==> config.mk <==
export PLATFORM = sky130hd
export DESIGN_NAME = rtc_access_sched_flat
export DESIGN_NICKNAME = d
export VERILOG_FILES = /design/src/rtl/rtc_access_sched_if.sv /design/src/rtl/rtc_access_sched.sv /design/src/flat_wrapper.sv
export SDC_FILE = /design/constraint.sdc
export NUM_CORES = 1
export LEC_CHECK = 0
export CAP_MARGIN = 20
export CORE_ASPECT_RATIO = 1.75
export CORE_MARGIN = 3
export CORE_UTILIZATION = 40
export CTS_CLUSTER_DIAMETER = 50
export DETAILED_ROUTE_END_ITERATION = 10
export GPL_TIMING_DRIVEN = 0
export PLACE_DENSITY = 0.66
export SYNTH_ARGS = -nofsm -noshare
export SYNTH_HDL_FRONTEND = slang
export SYNTH_SLANG_ARGS = --single-unit
==> constraint.sdc <==
create_clock -name clk -period 2.5 [get_ports clk]
set_input_delay 0.75 -clock clk [delete_from_list [all_inputs] [get_ports clk]]
set_output_delay 0.75 -clock clk [all_outputs]
set_load 0.05 [all_outputs]
==> src/rtl/rtc_access_sched_if.sv <==
// rtc_access_sched_if: groups the two requester handshakes and the multiplexed
// RTC bus pins. slave = scheduler view, master = requester/RTC-side view.
interface rtc_access_sched_if;
    logic       req0, rw0, done0;
    logic [7:0] addr0, wdata0;
    logic       req1, rw1, done1;
    logic [7:0] addr1, wdata1;
    logic [7:0] rdata;
    logic       busy;
    logic       AD, CS, RD, WR;
    logic [7:0] bus_out;
    logic       bus_oe;
    logic [7:0] bus_in;

    modport slave (
        input  req0, rw0, addr0, wdata0, req1, rw1, addr1, wdata1, bus_in,
        output done0, done1, rdata, busy, AD, CS, RD, WR, bus_out, bus_oe
    );

    modport master (
        output req0, rw0, addr0, wdata0, req1, rw1, addr1, wdata1, bus_in,
        input  done0, done1, rdata, busy, AD, CS, RD, WR, bus_out, bus_oe
    );
endinterface

==> src/rtl/rtc_access_sched.sv <==
// rtc_access_sched: two-requester arbiter + sequencer for a multiplexed
// (address phase, data phase) active-low RTC bus. All pin outputs are
// registered, derived from the next state, so they line up with state_q.
// Optional feature macro: RTC_SCHED_RR_EN (round-robin arbitration);
// undefined -> fixed priority, requester 0 always wins.
// Timing parameters of 0 are clamped to 1; values above 256 are truncated.
module rtc_access_sched #(
    parameter int T_SETUP  = 2,
    parameter int T_STROBE = 4,
    parameter int T_HOLD   = 2,
    parameter int T_RECOV  = 4
) (
    input logic              clk,
    input logic              rst,
    rtc_access_sched_if.slave sif
);
    localparam int TS = (T_SETUP  < 1) ? 1 : T_SETUP;
    localparam int TB = (T_STROBE < 1) ? 1 : T_STROBE;
    localparam int TH = (T_HOLD   < 1) ? 1 : T_HOLD;
    localparam int TR = (T_RECOV  < 1) ? 1 : T_RECOV;

    typedef enum logic [3:0] {
        S_IDLE, S_A_SETUP, S_A_STROBE, S_A_HOLD, S_A_RECOV,
        S_D_SETUP, S_D_STROBE, S_D_HOLD, S_D_RECOV, S_DONE
    } state_t;

    state_t     state_q, state_d;
    logic [7:0] cnt_q, cnt_d;
    logic       gnt_q, gnt_d, rw_q, rw_d, win;
    logic [7:0] addr_q, addr_d, wdata_q, wdata_d, rdata_q, rdata_d;
    logic       cs_q, cs_d, ad_q, ad_d, rd_q, rd_d, wr_q, wr_d;
    logic       oe_q, oe_d, busy_q, busy_d;
    logic       done0_q, done0_d, done1_q, done1_d;
    logic [7:0] bout_q, bout_d;
`ifdef RTC_SCHED_RR_EN
    logic       ptr_q, ptr_d;   // requester preferred on a tie
`endif

    // Dwell length (minus one) loaded into the counter on state entry.
    function automatic logic [7:0] load_of(state_t s);
        case (s)
            S_A_SETUP, S_D_SETUP:   load_of = 8'(TS - 1);
            S_A_STROBE, S_D_STROBE: load_of = 8'(TB - 1);
            S_A_HOLD, S_D_HOLD:     load_of = 8'(TH - 1);
            S_A_RECOV, S_D_RECOV:   load_of = 8'(TR - 1);
            default:                load_of = 8'd0;
        endcase
    endfunction

    function automatic state_t next_of(state_t s);
        case (s)
            S_A_SETUP:  next_of = S_A_STROBE;
            S_A_STROBE: next_of = S_A_HOLD;
            S_A_HOLD:   next_of = S_A_RECOV;
            S_A_RECOV:  next_of = S_D_SETUP;
            S_D_SETUP:  next_of = S_D_STROBE;
            S_D_STROBE: next_of = S_D_HOLD;
            S_D_HOLD:   next_of = S_D_RECOV;
            S_D_RECOV:  next_of = S_DONE;
            default:    next_of = S_IDLE;
        endcase
    endfunction

    // Next state: arbitration in IDLE, latch the winner, then timed phase walk.
    always_comb begin
        state_d = state_q;
        cnt_d   = cnt_q;
        gnt_d   = gnt_q;
        rw_d    = rw_q;
        addr_d  = addr_q;
        wdata_d = wdata_q;
        rdata_d = rdata_q;
`ifdef RTC_SCHED_RR_EN
        ptr_d   = ptr_q;
        win     = (sif.req0 && sif.req1) ? ptr_q : sif.req1;
`else
        win     = !sif.req0;
`endif
        case (state_q)
            S_IDLE: begin
                if (sif.req0 || sif.req1) begin
                    gnt_d   = win;
                    rw_d    = win ? sif.rw1    : sif.rw0;
                    addr_d  = win ? sif.addr1  : sif.addr0;
                    wdata_d = win ? sif.wdata1 : sif.wdata0;
`ifdef RTC_SCHED_RR_EN
                    ptr_d   = !win;
`endif
                    state_d = S_A_SETUP;
                    cnt_d   = load_of(S_A_SETUP);
                end
            end
            S_DONE: state_d = S_IDLE;
            default: begin
                if (cnt_q == 8'd0) begin
                    state_d = next_of(state_q);
                    cnt_d   = load_of(next_of(state_q));
                end else begin
                    cnt_d = cnt_q - 8'd1;
                end
            end
        endcase
        // Read data is taken on the final RD-low cycle.
        if (state_q == S_D_STROBE && cnt_q == 8'd0 && rw_q)
            rdata_d = sif.bus_in;
    end

    // Pin values for the state being entered, so registered pins track state_q.
    always_comb begin
        cs_d    = 1'b1;
        ad_d    = 1'b1;
        rd_d    = 1'b1;
        wr_d    = 1'b1;
        oe_d    = 1'b0;
        bout_d  = 8'h00;
        done0_d = 1'b0;
        done1_d = 1'b0;
        busy_d  = (state_d != S_IDLE);
        case (state_d)
            S_A_SETUP, S_A_HOLD: begin
                cs_d = 1'b0; ad_d = 1'b0; oe_d = 1'b1; bout_d = addr_d;
            end
            S_A_STROBE: begin
                cs_d = 1'b0; ad_d = 1'b0; oe_d = 1'b1; bout_d = addr_d; wr_d = 1'b0;
            end
            S_D_SETUP, S_D_HOLD: begin
                cs_d = 1'b0; oe_d = !rw_d; bout_d = rw_d ? 8'h00 : wdata_d;
            end
            S_D_STROBE: begin
                cs_d = 1'b0; oe_d = !rw_d; bout_d = rw_d ? 8'h00 : wdata_d;
                rd_d = !rw_d;
                wr_d = rw_d;
            end
            S_DONE: begin
                done0_d = !gnt_d;
                done1_d = gnt_d;
            end
            default: ;
        endcase
    end

    // State and registered outputs; reset aborts any access in flight.
    always_ff @(posedge clk) begin
        if (rst) begin
            state_q <= S_IDLE;  cnt_q <= 8'd0;
            gnt_q   <= 1'b0;    rw_q  <= 1'b0;
            addr_q  <= 8'h00;   wdata_q <= 8'h00;  rdata_q <= 8'h00;
            cs_q <= 1'b1; ad_q <= 1'b1; rd_q <= 1'b1; wr_q <= 1'b1;
            oe_q <= 1'b0; bout_q <= 8'h00; busy_q <= 1'b0;
            done0_q <= 1'b0; done1_q <= 1'b0;
`ifdef RTC_SCHED_RR_EN
            ptr_q <= 1'b0;
`endif
        end else begin
            state_q <= state_d;  cnt_q <= cnt_d;
            gnt_q   <= gnt_d;    rw_q  <= rw_d;
            addr_q  <= addr_d;   wdata_q <= wdata_d;  rdata_q <= rdata_d;
            cs_q <= cs_d; ad_q <= ad_d; rd_q <= rd_d; wr_q <= wr_d;
            oe_q <= oe_d; bout_q <= bout_d; busy_q <= busy_d;
            done0_q <= done0_d; done1_q <= done1_d;
`ifdef RTC_SCHED_RR_EN
            ptr_q <= ptr_d;
`endif
        end
    end

    assign sif.CS      = cs_q;
    assign sif.AD      = ad_q;
    assign sif.RD      = rd_q;
    assign sif.WR      = wr_q;
    assign sif.bus_oe  = oe_q;
    assign sif.bus_out = bout_q;
    assign sif.busy    = busy_q;
    assign sif.done0   = done0_q;
    assign sif.done1   = done1_q;
    assign sif.rdata   = rdata_q;
endmodule
==> src/flat_wrapper.sv <==
// flat-port wrapper written by rule: the top's interface ports become plain ports
module rtc_access_sched_flat 
#(
    parameter int T_SETUP  = 2,
    parameter int T_STROBE = 4,
    parameter int T_HOLD   = 2,
    parameter int T_RECOV  = 4
)
  (clk, rst, sif_req0, sif_rw0, sif_addr0, sif_wdata0, sif_req1, sif_rw1, sif_addr1, sif_wdata1, sif_bus_in, sif_done0, sif_done1, sif_rdata, sif_busy, sif_AD, sif_CS, sif_RD, sif_WR, sif_bus_out, sif_bus_oe);
  rtc_access_sched_if sif_i ();
  input logic clk;
  input logic rst;
  input wire logic [$bits(sif_i.req0)-1:0] sif_req0;
  input wire logic [$bits(sif_i.rw0)-1:0] sif_rw0;
  input wire logic [$bits(sif_i.addr0)-1:0] sif_addr0;
  input wire logic [$bits(sif_i.wdata0)-1:0] sif_wdata0;
  input wire logic [$bits(sif_i.req1)-1:0] sif_req1;
  input wire logic [$bits(sif_i.rw1)-1:0] sif_rw1;
  input wire logic [$bits(sif_i.addr1)-1:0] sif_addr1;
  input wire logic [$bits(sif_i.wdata1)-1:0] sif_wdata1;
  input wire logic [$bits(sif_i.bus_in)-1:0] sif_bus_in;
  output wire logic [$bits(sif_i.done0)-1:0] sif_done0;
  output wire logic [$bits(sif_i.done1)-1:0] sif_done1;
  output wire logic [$bits(sif_i.rdata)-1:0] sif_rdata;
  output wire logic [$bits(sif_i.busy)-1:0] sif_busy;
  output wire logic [$bits(sif_i.AD)-1:0] sif_AD;
  output wire logic [$bits(sif_i.CS)-1:0] sif_CS;
  output wire logic [$bits(sif_i.RD)-1:0] sif_RD;
  output wire logic [$bits(sif_i.WR)-1:0] sif_WR;
  output wire logic [$bits(sif_i.bus_out)-1:0] sif_bus_out;
  output wire logic [$bits(sif_i.bus_oe)-1:0] sif_bus_oe;
  assign sif_i.req0 = sif_req0;
  assign sif_i.rw0 = sif_rw0;
  assign sif_i.addr0 = sif_addr0;
  assign sif_i.wdata0 = sif_wdata0;
  assign sif_i.req1 = sif_req1;
  assign sif_i.rw1 = sif_rw1;
  assign sif_i.addr1 = sif_addr1;
  assign sif_i.wdata1 = sif_wdata1;
  assign sif_i.bus_in = sif_bus_in;
  assign sif_done0 = sif_i.done0;
  assign sif_done1 = sif_i.done1;
  assign sif_rdata = sif_i.rdata;
  assign sif_busy = sif_i.busy;
  assign sif_AD = sif_i.AD;
  assign sif_CS = sif_i.CS;
  assign sif_RD = sif_i.RD;
  assign sif_WR = sif_i.WR;
  assign sif_bus_out = sif_i.bus_out;
  assign sif_bus_oe = sif_i.bus_oe;
  rtc_access_sched #(.T_SETUP(T_SETUP), .T_STROBE(T_STROBE), .T_HOLD(T_HOLD), .T_RECOV(T_RECOV)) u_core (.clk(clk), .rst(rst), .sif(sif_i));
endmodule
After elaboration in Yosys (flattened, before gate mapping). Memory sizes are Yosys's and may differ from the RTL's. A register that Yosys moved wholly into a read port is not among the register bits. Cells that the tools add are included. W data, S select, Z words.

Bitwise operators: 3. Equality and inequality tests: 10. $add $sub $neg: 1. Mux-type cells: 27. Reductions and logical operators: 16.

Operators by type and width (count): $mux W8 (9); $pmux W8 S2 (2); $mux W4 (6); $eq A4 B3 Y1 const B (4); $eq A4 B2 Y1 const B (2); $eq A4 B4 Y1 const B (2); $logic_not A8 Y1 (1); $pmux W4 S2 (1); $sub A8 B1 Y8 const B (1); $mux W1 (7); $reduce_or A2 Y1 (3); $reduce_or A3 Y1 (2); $reduce_or A6 Y1 (1); $eq A4 B1 Y1 const B (1); $logic_not A4 Y1 (1); $pmux W1 S2 (2); $reduce_bool A4 Y1 (1); $logic_not A1 Y1 (3); $not A1 Y1 (3); $logic_and A1 B1 Y1 (2); $ne A2 B1 Y1 const B (1); $reduce_and A2 Y1 (1); $logic_or A1 B1 Y1 (1).

Bits of input ports: 46. Memories kept: 3. Bits in read-only memories: 160. Bits in registers: 54. Output and inout port bits: 24. Logic and storage cells: 76.

Memory list: (no name shown) (words 16, width 4, read ports 1, clocked after memory_dff 1, wr ports 0, line rtc_access_sched.sv:51) `case (s)`; (no name shown) (words 16, width 4, read ports 1, clocked after memory_dff 1, wr ports 0, line rtc_access_sched.sv:51); (no name shown) (words 16, width 2, read ports 1, clocked after memory_dff 0, wr ports 0, line rtc_access_sched.sv:41) `case (s)`.

Longest topological paths before layout. Gate-level depths: netlist of the first run.

Depth in word-level cells: 6. Depth in mapped cells: 10. Gate-level depth less buffers: 10.

Worst setup path after synthesis of the first run. Ideal clock, no wire load.

Path type: input to register. Start point: input sif_req0. End point: register (tool-made name). Arrival time: 2271 ps. Cell stages on the path: 7. Buffers on the path: 0. Required time: 2430 ps. Slack: 160 ps. Library setup time: 70 ps. Cell sequence: nor2_1 -> nor2_8 -> nor2_1 -> nor2_1 -> ha_1 -> or3_1 -> a21oi_1.

RTL lines: start: declaration (line flat_wrapper.sv:13) `input wire logic [$bits(sif_i.req0)-1:0] sif_req0;`.

==> results of run 1 <==
[registers in the layout, indices dropped and copies added, names as in the netlist, named ones only]
name and cells:
u_core.gnt_q 1, u_core.rw_q 1, u_core.sif.RD 1, u_core.addr_q 8
u_core.wdata_q 8, u_core.sif.done1 1, u_core.sif.bus_oe 1, u_core.sif.CS 1
u_core.cnt_q 8, u_core.sif.AD 1, u_core.state_q 4, u_core.sif.busy 1
u_core.sif.done0 1, u_core.sif.WR 1, u_core.sif.rdata 8, u_core.sif.bus_out 8
[logic make-up after synthesis]
group,after synthesis,synth area share
XOR/XNOR,3,0.00956
buffers and inverters,21,0.0350
AO/OA/AOI/OAI,92,0.218
multiplexers,25,0.0910
flip-flops,58,0.422
adder cells (fa/ha/maj),6,0.0273
AND/OR/NAND/NOR,99,0.196
[worst max-delay path: cells and delay by family]
family                   cells  cell delay, ps
adder cells (fa/ha/maj)      1             200
AND/OR/NAND/NOR              2             480
buffers and inverters        3            1160
AO/OA/AOI/OAI                1             130
[worst paths after layout]
| path | start | endpoint | cells after the start |
|---|---|---|---|
| worst max-delay path | rst | register | 7 |
| worst min-delay path | u_core.sif.rdata[0] | u_core.sif.rdata[0] | 2 |
| worst max register to register | u_core.cnt_q[0] | register | 10 |
| worst min register to register | u_core.sif.rdata[0] | u_core.sif.rdata[0] | 2 |
[report_power, final]
group          switching [W]  leakage, nW  internal, W  total, W
combinational       0.000662        0.854     0.000434   0.00110
sequential         0.0000881        0.475      0.00104   0.00113
clock               0.000374        0.123     0.000669   0.00104
[timing repair]
| action | in CTS | in global routing |
|---|---|---|
| gates resized for setup | 11 | 15 |
| buffers inserted | 1 | 2 |
| endpoints found under the setup margin | 23 | 11 |
| cloned | 0 | 0 |
| pin swaps | 1 | 0 |
[cells in the final DEF (no fill, tap or decap), drive strengths merged, types with 3 or more instances in the layout]
cell and n:
a21oi 22, o21ai 37, xor2 3, clkbuf 21, o211ai 9, clkdlybuf4s50 69, o2111ai 8, mux2i 25
nor2b 11, a32oi 3, dfxtp 58, nor3 8, nand3b 3, buf 10, nor2 35, nor4 5
nand2 15, ha 6, nand3 8, inv 4
[layer usage]
layer / share of wire / vias up
li1: - / 1275
met1: 0.36 / 1211
met2: 0.57 / 63
met3: 0.043 / 16
met4: 0.026 / 0
met5: 0 / -
[layout make-up]
cell class / instances / area (um2) / area share
clock buffer: 11 / 243 / 0.0624
buffer: 17 / 93.8 / 0.0241
inverter: 4 / 15.0 / 0.00386
timing repair buffer: 72 / 713 / 0.183
sequential: 58 / 1160 / 0.298
tap: 82 / 103 / 0.0264
multi-input combinational: 225 / 1560 / 0.400
clock inverter: 1 / 5.00 / 0.00129
[stage by stage]
step                hold slack, ps  cell area [um2]  utilization  total power (W)  cells
global placement               474             3540        0.538          0.00214    455
global route                   534             3890        0.591          0.00344    470
CTS                            506             3820        0.581          0.00324    468
finish                         497             3890        0.591          0.00327    470
floorplan                      478             2750            -          0.00184    304
detailed placement             490             3540        0.538          0.00215    455
==> out/qor.csv, run 1 <==
metric,value,unit
gr-usage-met1,0.201,
grt_pass1_wl,12100,um
fin_crit_sh,0.988,
rsz0062_at_grt,false,
initial_utilization,0.417,
synth_cell_type_count,50,
post-synth-top-area-fraction,0.422,
overflow,0,
synth-seq-cells,58,
clock_sinks,58,
worst_ep_required_time,2750,ps
antennaDiodeCount,0,
filler_cell_count,607,
timing.clock.skew,5.19,ps
slew_violations,0,
synth_enable_flop_cells,0,
finalHoldViolations,0,
count_of_final_setup_violators,0,
post-synth-top-count-cell,sky130_fd_sc_hd__dfxtp_1,
dp_slack,-724,ps
route.detailed.vias_per_inst,5.46,
final.setup.tns,0,ps
tightestPinTransition,748,ps
core_area,0.00659,mm2
postSynthCellCount,304,
netlist.top_cell.by_area,sky130_fd_sc_hd__dfxtp_1,
pin_count_of_the_biggest_net_entering_global_routing,11,
cp_cell_sequence,"clkdlybuf4s50_1, clkbuf_2, buf_2, nor2_1, ha_1, or3_1, a21oi_1",
synthToLayoutAreaGrowth,41.6,%
power_density,840,mW/mm2
seq_area_frac_synth,0.422,
mappedNetlistArea,0.00275,mm2
hold_path.class,register to register,
run_status,"complete, no violations",
grt-busiest-layer,met2,
cts_inserted_buffers,9,
ys.warnings.count,0,
power.ir.vdd_worst,0.479,mV
global_route.usage.met3,0.0592,
design.final.nets,439,
drtPass1Iterations,4,
p_leak,1.45,nW
cts-root-buf,sky130_fd_sc_hd__clkbuf_16,
place.detailed.hpwl,5740,um
fmax,0.405,GHz
cts.hold.buffers_added,0,
rows,39,
synth-async-reset-ratio,0,
drc_errors,0,
critical_path_class,input port to register,
timing.critical_path.arrival,2720,ps
clkTransAtPathRegs,40,ps
gr-usage-met2,0.382,
max_cap_violations,0,
post_synth_main_area_contributors,"sky130_fd_sc_hd__dfxtp_1 (42%), sky130_fd_sc_hd__mux2i_1 (9.1%), sky130_fd_sc_hd__o21ai_0 (6.0%)",
critical-path-slowest-cell,sky130_fd_sc_hd__clkdlybuf4s50_1,
route.detailed.wl_per_inst,16.1,um
htree_levels,3,
clock_latency_on_the_worst_skew_pair,320,ps
drtAntennaViolNets,0,
crit_fanout,10,
drt_first_iter_violations,98,
post_route_cells_drive_above_1_share,0.126,
fp.dieArea,0.00794,mm2
die_w,68.7,um
final.min_clock_period,2470,ps
tritoncts,done,
numPortBuffers,69,
routed_wl,7550,um
chipHeight,116,um
crit_path_max_incr_delay,570,ps
dr_total_vias,2565,
worstSetupEndpointType,register,
number_of_global_route_vias_before_repair,2665,
pin_count,70,
synth.top_cells.by_count,"sky130_fd_sc_hd__dfxtp_1 (58), sky130_fd_sc_hd__nor2_1 (33), sky130_fd_sc_hd__o21ai_0 (33)",
regToRegSetupSlack,190,ps
worst_setup_margin,29.4,ps
syn-num-nets,356,
track_usage,0.208,
timing.critical_path.from_type,input port,
clock_path_buffers,2,
synth_ff_type,sky130_fd_sc_hd__dfxtp_1,
initial_antenna_violation_count,0,
routabilityCongestion,0.811,
max-slew-margin-rel,0.497,
syn-mean-instance-area,9.04,um2
No activity file was read; power rests on OpenSTA's default activity.
==> inputs of run 2 (changes only) <==
--- a/constraint.sdc
+++ b/constraint.sdc
@@ -3,2 +3,2 @@
 set_output_delay 0.75 -clock clk [all_outputs]
-set_load 0.05 [all_outputs]
+set_load 0.02 [all_outputs]
==> results of run 2 <==
Same layout as run 1 (identical final DEF). Status: complete, no violations.
Among the figures that moved: total power 0.00327 W -> 0.00319 W
